===== src/rtl/wishbone_2mst_arbiter_pkg.sv =====
// Shared types and constants for the two-master Wishbone arbiter.
// The WB_ARB_TIMEOUT_EN build option is consumed by the top and the watchdog.
package wishbone_2mst_arbiter_pkg;

  typedef enum logic [1:0] {
    IDLE   = 2'd0,
    GNT_M0 = 2'd1,
    GNT_M1 = 2'd2
  } arb_state_e;

  localparam logic [31:0] TIMEOUT_DATA_DEFAULT = 32'hDEADBEEF;

  // One-hot grant vector that mirrors an arbiter state.
  function automatic logic [1:0] grant_of(input arb_state_e st);
    logic [1:0] g;
    case (st)
      GNT_M0:  g = 2'b01;
      GNT_M1:  g = 2'b10;
      default: g = 2'b00;
    endcase
    return g;
  endfunction

endpackage


===== src/rtl/wishbone_2mst_arbiter_if.sv =====
// Classic Wishbone B4 bus bundle; dat_w flows master->slave, dat_r slave->master.
// Used for both master-side ports and the shared slave port of the arbiter.
interface wishbone_2mst_arbiter_if;
  logic        cyc;
  logic        stb;
  logic        we;
  logic [31:0] adr;
  logic [31:0] dat_w;
  logic [3:0]  sel;
  logic [31:0] dat_r;
  logic        ack;

  modport master (
    output cyc, stb, we, adr, dat_w, sel,
    input  dat_r, ack
  );

  modport slave (
    input  cyc, stb, we, adr, dat_w, sel,
    output dat_r, ack
  );
endinterface


===== src/rtl/wb_arb_watchdog.sv =====
// Stall watchdog for the arbiter: per-access wait counter plus saturating event count.
// Only compiled when WB_ARB_TIMEOUT_EN is defined.
`ifdef WB_ARB_TIMEOUT_EN
module wb_arb_watchdog #(
  parameter int unsigned TIMEOUT_CYCLES = 255
) (
  input  logic       clk,
  input  logic       rst,
  input  logic       hold,
  input  logic       stb,
  input  logic       ack,
  output logic       fire,
  output logic [7:0] event_cnt
);
  localparam logic [15:0] LIMIT = 16'(TIMEOUT_CYCLES - 1);

  logic [15:0] wait_r;
  logic [7:0]  event_r;

  // Forced termination on the last allowed wait cycle unless the slave answers now.
  always_comb begin
    fire = stb & ~ack & (wait_r == LIMIT);
  end

  // Wait counter restarts whenever the grant is released or the access resolves.
  always_ff @(posedge clk) begin
    if (rst) begin
      wait_r <= 16'd0;
    end else if (!hold || ack || !stb || fire) begin
      wait_r <= 16'd0;
    end else begin
      wait_r <= wait_r + 16'd1;
    end
  end

  // Saturating count of forced terminations.
  always_ff @(posedge clk) begin
    if (rst) begin
      event_r <= 8'd0;
    end else if (fire && (event_r != 8'hFF)) begin
      event_r <= event_r + 8'd1;
    end else begin
      event_r <= event_r;
    end
  end

  assign event_cnt = event_r;
endmodule
`endif


===== src/rtl/wishbone_2mst_arbiter.sv =====
// Round-robin arbiter sharing one Wishbone slave port between two masters.
// Define WB_ARB_TIMEOUT_EN to add the stalled-slave watchdog (wb_arb_watchdog).
module wishbone_2mst_arbiter
  import wishbone_2mst_arbiter_pkg::*;
#(
`ifdef WB_ARB_TIMEOUT_EN
  parameter int unsigned TIMEOUT_CYCLES = 255,
`endif
  parameter logic [31:0] TIMEOUT_DATA = TIMEOUT_DATA_DEFAULT
) (
  input  logic                           wb_clk_i,
  input  logic                           wb_rst_i,
  wishbone_2mst_arbiter_if.slave         m0,
  wishbone_2mst_arbiter_if.slave         m1,
  wishbone_2mst_arbiter_if.master        s,
  output logic [1:0]                     grant_o,
  output logic [7:0]                     timeout_cnt_o
);
  arb_state_e state_r;
  logic       last_gnt_r;
  logic [1:0] grant_r;
  logic       fire_s;

  // Grant FSM: grant is held for the whole CYC burst, ties go to the master not served last.
  always_ff @(posedge wb_clk_i) begin
    if (wb_rst_i) begin
      state_r    <= IDLE;
      last_gnt_r <= 1'b1;
      grant_r    <= 2'b00;
    end else begin
      case (state_r)
        IDLE: begin
          if (m0.cyc && (!m1.cyc || last_gnt_r)) begin
            state_r    <= GNT_M0;
            grant_r    <= grant_of(GNT_M0);
            last_gnt_r <= 1'b0;
          end else if (m1.cyc) begin
            state_r    <= GNT_M1;
            grant_r    <= grant_of(GNT_M1);
            last_gnt_r <= 1'b1;
          end else begin
            state_r    <= IDLE;
            grant_r    <= grant_of(IDLE);
            last_gnt_r <= last_gnt_r;
          end
        end
        GNT_M0: begin
          if (!m0.cyc && m1.cyc) begin
            state_r    <= GNT_M1;
            grant_r    <= grant_of(GNT_M1);
            last_gnt_r <= 1'b1;
          end else if (!m0.cyc) begin
            state_r    <= IDLE;
            grant_r    <= grant_of(IDLE);
            last_gnt_r <= last_gnt_r;
          end else begin
            state_r    <= GNT_M0;
            grant_r    <= grant_of(GNT_M0);
            last_gnt_r <= last_gnt_r;
          end
        end
        GNT_M1: begin
          if (!m1.cyc && m0.cyc) begin
            state_r    <= GNT_M0;
            grant_r    <= grant_of(GNT_M0);
            last_gnt_r <= 1'b0;
          end else if (!m1.cyc) begin
            state_r    <= IDLE;
            grant_r    <= grant_of(IDLE);
            last_gnt_r <= last_gnt_r;
          end else begin
            state_r    <= GNT_M1;
            grant_r    <= grant_of(GNT_M1);
            last_gnt_r <= last_gnt_r;
          end
        end
        default: begin
          state_r    <= IDLE;
          grant_r    <= 2'b00;
          last_gnt_r <= 1'b1;
        end
      endcase
    end
  end

`ifdef WB_ARB_TIMEOUT_EN
  logic gcyc_s;
  logic gstb_s;

  // Cycle/strobe of whichever master currently owns the slave port.
  always_comb begin
    gcyc_s = 1'b0;
    gstb_s = 1'b0;
    case (state_r)
      GNT_M0:  begin gcyc_s = m0.cyc; gstb_s = m0.stb; end
      GNT_M1:  begin gcyc_s = m1.cyc; gstb_s = m1.stb; end
      default: begin gcyc_s = 1'b0;   gstb_s = 1'b0;   end
    endcase
  end

  wb_arb_watchdog #(
    .TIMEOUT_CYCLES (TIMEOUT_CYCLES)
  ) u_watchdog (
    .clk       (wb_clk_i),
    .rst       (wb_rst_i),
    .hold      (gcyc_s),
    .stb       (gstb_s),
    .ack       (s.ack),
    .fire      (fire_s),
    .event_cnt (timeout_cnt_o)
  );
`else
  assign fire_s        = 1'b0;
  assign timeout_cnt_o = 8'd0;
`endif

  // Combinational datapath steered by the registered grant; a forced termination
  // hides the access from the slave and answers the master with TIMEOUT_DATA.
  always_comb begin
    s.cyc    = 1'b0;
    s.stb    = 1'b0;
    s.we     = 1'b0;
    s.adr    = 32'd0;
    s.dat_w  = 32'd0;
    s.sel    = 4'd0;
    m0.ack   = 1'b0;
    m0.dat_r = 32'd0;
    m1.ack   = 1'b0;
    m1.dat_r = 32'd0;
    case (state_r)
      GNT_M0: begin
        s.cyc    = m0.cyc & ~fire_s;
        s.stb    = m0.stb & ~fire_s;
        s.we     = m0.we;
        s.adr    = m0.adr;
        s.dat_w  = m0.dat_w;
        s.sel    = m0.sel;
        m0.ack   = s.ack | fire_s;
        m0.dat_r = fire_s ? TIMEOUT_DATA : s.dat_r;
      end
      GNT_M1: begin
        s.cyc    = m1.cyc & ~fire_s;
        s.stb    = m1.stb & ~fire_s;
        s.we     = m1.we;
        s.adr    = m1.adr;
        s.dat_w  = m1.dat_w;
        s.sel    = m1.sel;
        m1.ack   = s.ack | fire_s;
        m1.dat_r = fire_s ? TIMEOUT_DATA : s.dat_r;
      end
      default: begin
        s.cyc  = 1'b0;
        m0.ack = 1'b0;
        m1.ack = 1'b0;
      end
    endcase
  end

  assign grant_o = grant_r;
endmodule


===== src/flat_wrapper.sv =====
// flat-port wrapper written by rule: the top's interface ports become plain ports
module wishbone_2mst_arbiter_flat import wishbone_2mst_arbiter_pkg::*;
#(

  parameter logic [31:0] TIMEOUT_DATA = TIMEOUT_DATA_DEFAULT
)
  (wb_clk_i, wb_rst_i, grant_o, timeout_cnt_o, m0_cyc, m0_stb, m0_we, m0_adr, m0_dat_w, m0_sel, m0_dat_r, m0_ack, m1_cyc, m1_stb, m1_we, m1_adr, m1_dat_w, m1_sel, m1_dat_r, m1_ack, s_cyc, s_stb, s_we, s_adr, s_dat_w, s_sel, s_dat_r, s_ack);
  wishbone_2mst_arbiter_if m0_i ();
  wishbone_2mst_arbiter_if m1_i ();
  wishbone_2mst_arbiter_if s_i ();
  input  logic wb_clk_i;
  input  logic wb_rst_i;
  output logic [1:0] grant_o;
  output logic [7:0] timeout_cnt_o;
  input wire logic [$bits(m0_i.cyc)-1:0] m0_cyc;
  input wire logic [$bits(m0_i.stb)-1:0] m0_stb;
  input wire logic [$bits(m0_i.we)-1:0] m0_we;
  input wire logic [$bits(m0_i.adr)-1:0] m0_adr;
  input wire logic [$bits(m0_i.dat_w)-1:0] m0_dat_w;
  input wire logic [$bits(m0_i.sel)-1:0] m0_sel;
  output wire logic [$bits(m0_i.dat_r)-1:0] m0_dat_r;
  output wire logic [$bits(m0_i.ack)-1:0] m0_ack;
  input wire logic [$bits(m1_i.cyc)-1:0] m1_cyc;
  input wire logic [$bits(m1_i.stb)-1:0] m1_stb;
  input wire logic [$bits(m1_i.we)-1:0] m1_we;
  input wire logic [$bits(m1_i.adr)-1:0] m1_adr;
  input wire logic [$bits(m1_i.dat_w)-1:0] m1_dat_w;
  input wire logic [$bits(m1_i.sel)-1:0] m1_sel;
  output wire logic [$bits(m1_i.dat_r)-1:0] m1_dat_r;
  output wire logic [$bits(m1_i.ack)-1:0] m1_ack;
  output wire logic [$bits(s_i.cyc)-1:0] s_cyc;
  output wire logic [$bits(s_i.stb)-1:0] s_stb;
  output wire logic [$bits(s_i.we)-1:0] s_we;
  output wire logic [$bits(s_i.adr)-1:0] s_adr;
  output wire logic [$bits(s_i.dat_w)-1:0] s_dat_w;
  output wire logic [$bits(s_i.sel)-1:0] s_sel;
  input wire logic [$bits(s_i.dat_r)-1:0] s_dat_r;
  input wire logic [$bits(s_i.ack)-1:0] s_ack;
  assign m0_i.cyc = m0_cyc;
  assign m0_i.stb = m0_stb;
  assign m0_i.we = m0_we;
  assign m0_i.adr = m0_adr;
  assign m0_i.dat_w = m0_dat_w;
  assign m0_i.sel = m0_sel;
  assign m0_dat_r = m0_i.dat_r;
  assign m0_ack = m0_i.ack;
  assign m1_i.cyc = m1_cyc;
  assign m1_i.stb = m1_stb;
  assign m1_i.we = m1_we;
  assign m1_i.adr = m1_adr;
  assign m1_i.dat_w = m1_dat_w;
  assign m1_i.sel = m1_sel;
  assign m1_dat_r = m1_i.dat_r;
  assign m1_ack = m1_i.ack;
  assign s_cyc = s_i.cyc;
  assign s_stb = s_i.stb;
  assign s_we = s_i.we;
  assign s_adr = s_i.adr;
  assign s_dat_w = s_i.dat_w;
  assign s_sel = s_i.sel;
  assign s_i.dat_r = s_dat_r;
  assign s_i.ack = s_ack;
  wishbone_2mst_arbiter #(.TIMEOUT_DATA(TIMEOUT_DATA)) u_core (.wb_clk_i(wb_clk_i), .wb_rst_i(wb_rst_i), .m0(m0_i), .m1(m1_i), .s(s_i), .grant_o(grant_o), .timeout_cnt_o(timeout_cnt_o));
endmodule

===== config.mk =====
export PLATFORM = sky130hd
export DESIGN_NAME = wishbone_2mst_arbiter_flat
export DESIGN_NICKNAME = d
export VERILOG_FILES = /design/src/rtl/wishbone_2mst_arbiter_pkg.sv /design/src/rtl/wishbone_2mst_arbiter_if.sv /design/src/rtl/wb_arb_watchdog.sv /design/src/rtl/wishbone_2mst_arbiter.sv /design/src/flat_wrapper.sv
export SDC_FILE = /design/constraint.sdc
export NUM_CORES = 1
export LEC_CHECK = 0
export CORE_AREA = 2 2 127 129
export CTS_CLUSTER_DIAMETER = 150
export DETAILED_ROUTE_END_ITERATION = 6
export DIE_AREA = 0 0 129 131
export DONT_BUFFER_PORTS = 1
export PLACE_DENSITY = 0.3
export SKIP_LAST_GASP = 1
export SLEW_MARGIN = 30
export SYNTH_ARGS = -nofsm -noshare
export SYNTH_HDL_FRONTEND = slang
export SYNTH_SLANG_ARGS = --single-unit

===== constraint.sdc =====
create_clock -name wb_clk_i -period 1.86 [get_ports wb_clk_i]
set_input_delay 0.558 -clock wb_clk_i [delete_from_list [all_inputs] [get_ports wb_clk_i]]
set_output_delay 0.558 -clock wb_clk_i [all_outputs]
set_load 0.005 [all_outputs]

After elaboration in Yosys (flattened, before gate mapping)
Cells that the tools add are included.
{ "totals": {"in_bits": 177, "output_inout_bits": 147, "wordCells": 36, "ff_bits": 3} }
{ "classes": {"muxes": 21, "n_reduce_logical": 8, "eq_ne": 5} }
{ "op_table": {"columns": ["operator", "n"], "rows": [
  ["$pmux 32 s2", 2],
  ["$mux 32", 2],
  ["$mux 2", 4],
  ["$pmux 4 s2", 1],
  ["$mux 1", 7],
  ["$pmux 1 s2", 3],
  ["$pmux 2 s3", 1],
  ["$ne 2x1->1 const B", 2],
  ["$logic_and 1x1->1", 3],
  ["$ne 3x2->1 const B", 1],
  ["$pmux 1 s3", 1],
  ["$reduce_and 3->1", 1],
  ["$eq 2x1->1 const B", 1],
  ["$eq 2x2->1 const B", 1],
  ["$logic_not 1->1", 2],
  ["$logic_not 2->1", 1],
  ["$logic_or 1x1->1", 1]
]} }

Longest topological paths before layout
{ "logic_depth": {"depth_word": 5, "mapped_depth": 7} }

Worst setup path after synthesis
OpenSTA, ideal clock, no wires.
{ "synth_path": {"path_kind": "reg2out", "start": "register, netlist name u_core.grant_o[1]", "end": "output port s_dat_w[10]", "required_ns": 1.302, "t_arrival_ns": 1.269, "setup_slack_ns": 0.033, "stages_incl_launch_ff": 8, "path_buffers": 3, "cell_sequence": "dfxtp_1 -> inv_1 -> ha_1 -> buf_2 -> buf_4 -> buf_2 -> a22oi_1 -> nor2b_1"} }
{ "synth_rtl": {"columns": ["item", "line", "text"], "rows": [
  ["end: declaration", "flat_wrapper.sv:35", "output wire logic [$bits(s_i.dat_w)-1:0] s_dat_w;"]
]} }

==> metrics <==
Die X=129 µm; Worst VDD drop=0.1966 mV; register area share after synthesis=3.276%; Core ar.=15600 µm²; fin crit share=110.6%; Skew-Pair Late Insertion Delay=0.23 ns; Detailed Route Iter0 Violations=97; Vias/cell=4.500; worst endpoint data arrival time=1.50 ns; Final ANT Viol Nets=0; pin count of the biggest net entering global routing=56; Tmin final=2.057 ns; clock sink total=3; number of global-route vias before repair=1921; status=finished, violations left; Yosys Warn Count=0; Final Skew=0.001670 ns; RSZ-0062 raised after global routing=true; die height=131 µm; crit-path max FO=7; most frequent cells in the layout=and2_1, nor2b_1, a22oi_2, a22oi_1, nor2b_2; failing checks=negative setup slack; final worst setup slack=-0.1971 ns; Initial DRT Pass Iterations=4; ANT cells=0; Hold WS=0.4494 ns; Hold Path Stages=1; CTS tree=built; final setup fails=100; drt drc=0; synth unique cells=21; Setup CP Type=flip-flop to output pin; vias post-DR=2268; area of the multi-input gates=1961 µm²; Reg area=62.56 µm²; WHS Endpoint=u_core.last_gnt_r$_SDFFE_PP1P_; nets@finish=471; routability cong.=0.7928; R2R Path Start=u_core.grant_o[1]$_SDFF_PP0_; Routed wire per std cell=20.50 µm; Place WS=-0.1733 ns; initial core utilization=11.75%; hold_sp=wb_rst_i; mapped cell area=1833 µm²; final wirelength=10330 µm; Reg2Reg Setup Slack=0.25 ns; num ports=324; global-route wire length before repair=11120 µm; GRT Total Usage=8.992%; utilization after layout=19.36%; hold_buf cts=0; Crit path required time=1.30 ns; # rows=46; #FFs+latches synth=3; Reg2Reg Depth=8; Final Hold Fails=0; share of layout cells above drive strength 1=48.26%; Leak=0.9130 nW; Critical Path Source Type=flip-flop; post-route setup TNS=-8.755 ns; initial antenna violation count=0; Total Power=1.271 mW; global route total overflow=0; clock slew at reported path FFs=0.03 ns; FF-to-FF End=u_core.last_gnt_r$_SDFFE_PP1P_; mean cell area of the mapped netlist=6.641 µm²; area grow syn2layout=64.71%; CP endpoint kind=output pin; DP Wirelength=6460 µm; fin. max-slew vios=0; Hold Path Class=input port to flip-flop; die area=16900 µm²; CTS buffer count=3; clk root buf=clkbuf_16; commonest non-fill, non-tap cell in the layout=and2_1; pwr dens=420.9 nW/µm²; H-tree levels=1; fillcell total=1714; port bufs=0; FMAX=486.1 MHz; max cap viols=0; Max clock buf depth=2; Syn Inst Count=276
==> cell type report <==
class	count	share of cell area, %
inverter	5	0.6216
multi-input combinational	236	64.94
sequential	3	2.072
tap	216	8.951
timing repair buffer	40	20.80
clock buffer	4	2.611
==> how the worst max path moves through the flow <==
| stage | startpoint | endpoint | cells after the start |
|---|---|---|---|
| CTS | u_core.grant_o[0]$_SDFF_PP0_ | s_dat_w[21] | 6 |
| global placement | u_core.grant_o[1]$_SDFF_PP0_ | s_dat_w[22] | 6 |
| floorplan | u_core.grant_o[1]$_SDFF_PP0_ | s_dat_w[10] | 7 |
| finish | u_core.grant_o[1]$_SDFF_PP0_ | s_dat_w[21] | 6 |
| detailed placement | u_core.grant_o[1]$_SDFF_PP0_ | s_dat_w[21] | 6 |
| global route | u_core.grant_o[1]$_SDFF_PP0_ | s_dat_w[21] | 6 |
==> through the flow <==
stage	cells	cell area, µm²
floorplan	283	1859
global placement	476	2118
detailed placement	476	2118
CTS	496	2694
global route	504	3019
finish	504	3019
==> per-layer routing <==
layer  up-vias  track usage, %  routed length (µm)
met4         0           4.092                 458
met2       205           17.43                5405
met3        22           2.077                 882
met5         -               0                   0
met1      1083           9.138                3584
li1        958               -                   -
==> flip-flops by register name (all words and copies together), names as in the netlist <==
signal             flops
u_core.grant_o         2
u_core.last_gnt_r      1
==> cells in the mapped netlist <==
| master | n | share of area [%] |
|---|---|---|
| o22ai_1 | 1 | 0.34 |
| buf_4 | 11 | 4.5 |
| a221o_1 | 1 | 0.55 |
| conb_1 | 1 | 0.20 |
| inv_2 | 1 | 0.20 |
| inv_1 | 4 | 0.82 |
| and2_1 | 66 | 23 |
| a21oi_1 | 2 | 0.55 |
| ha_1 | 5 | 3.4 |
| nand2_1 | 5 | 1.0 |
| buf_6 | 2 | 1.2 |
| a21boi_0 | 1 | 0.41 |
| a22oi_1 | 70 | 29 |
| buf_2 | 13 | 3.5 |
| clkbuf_1 | 13 | 2.7 |
| o2bb2ai_1 | 1 | 0.48 |
| nor2_1 | 1 | 0.20 |
| nor2b_1 | 72 | 25 |
| dfxtp_1 | 3 | 3.3 |
| nand3_1 | 1 | 0.27 |
| o21ai_0 | 2 | 0.55 |
==> what timing repair did <==
item,CTS,global route
resized for setup,56,61
setup endpoints to repair,78,135
buffers inserted,9,4
gates cloned,7,6
pin swaps,5,17
==> worst max-delay path, stage by stage (launching register included) <==
cell	delay, ns
dfxtp_2	0.32
buf_6	0.11
ha_4	0.18
buf_12	0.14
a22oi_2	0.30
nor2b_1	0.08
buf_4	0.14
==> logic make-up (layout without fill, tap and decap cells) <==
| group | count (synthesis) | in the layout | share of synthesized area [%] |
|---|---|---|---|
| buffers and inverters | 44 | 49 | 12.97 |
| adder cells (fa/ha/maj) | 5 | 5 | 3.413 |
| AO/OA/AOI/OAI | 78 | 78 | 31.54 |
| flip-flops | 3 | 3 | 3.277 |
| AND/OR/NAND/NOR | 145 | 145 | 48.60 |
| other | 1 | 8 | 0.2046 |
==> where the power goes <==
| part | internal [mW] | switching (mW) |
|---|---|---|
| Sequential | 0.0711 | 0.00563 |
| Combinational | 0.454 | 0.395 |
| Clock | 0.283 | 0.0621 |
| Total | 0.808 | 0.463 |
Power figures use the tool's default switching activity.
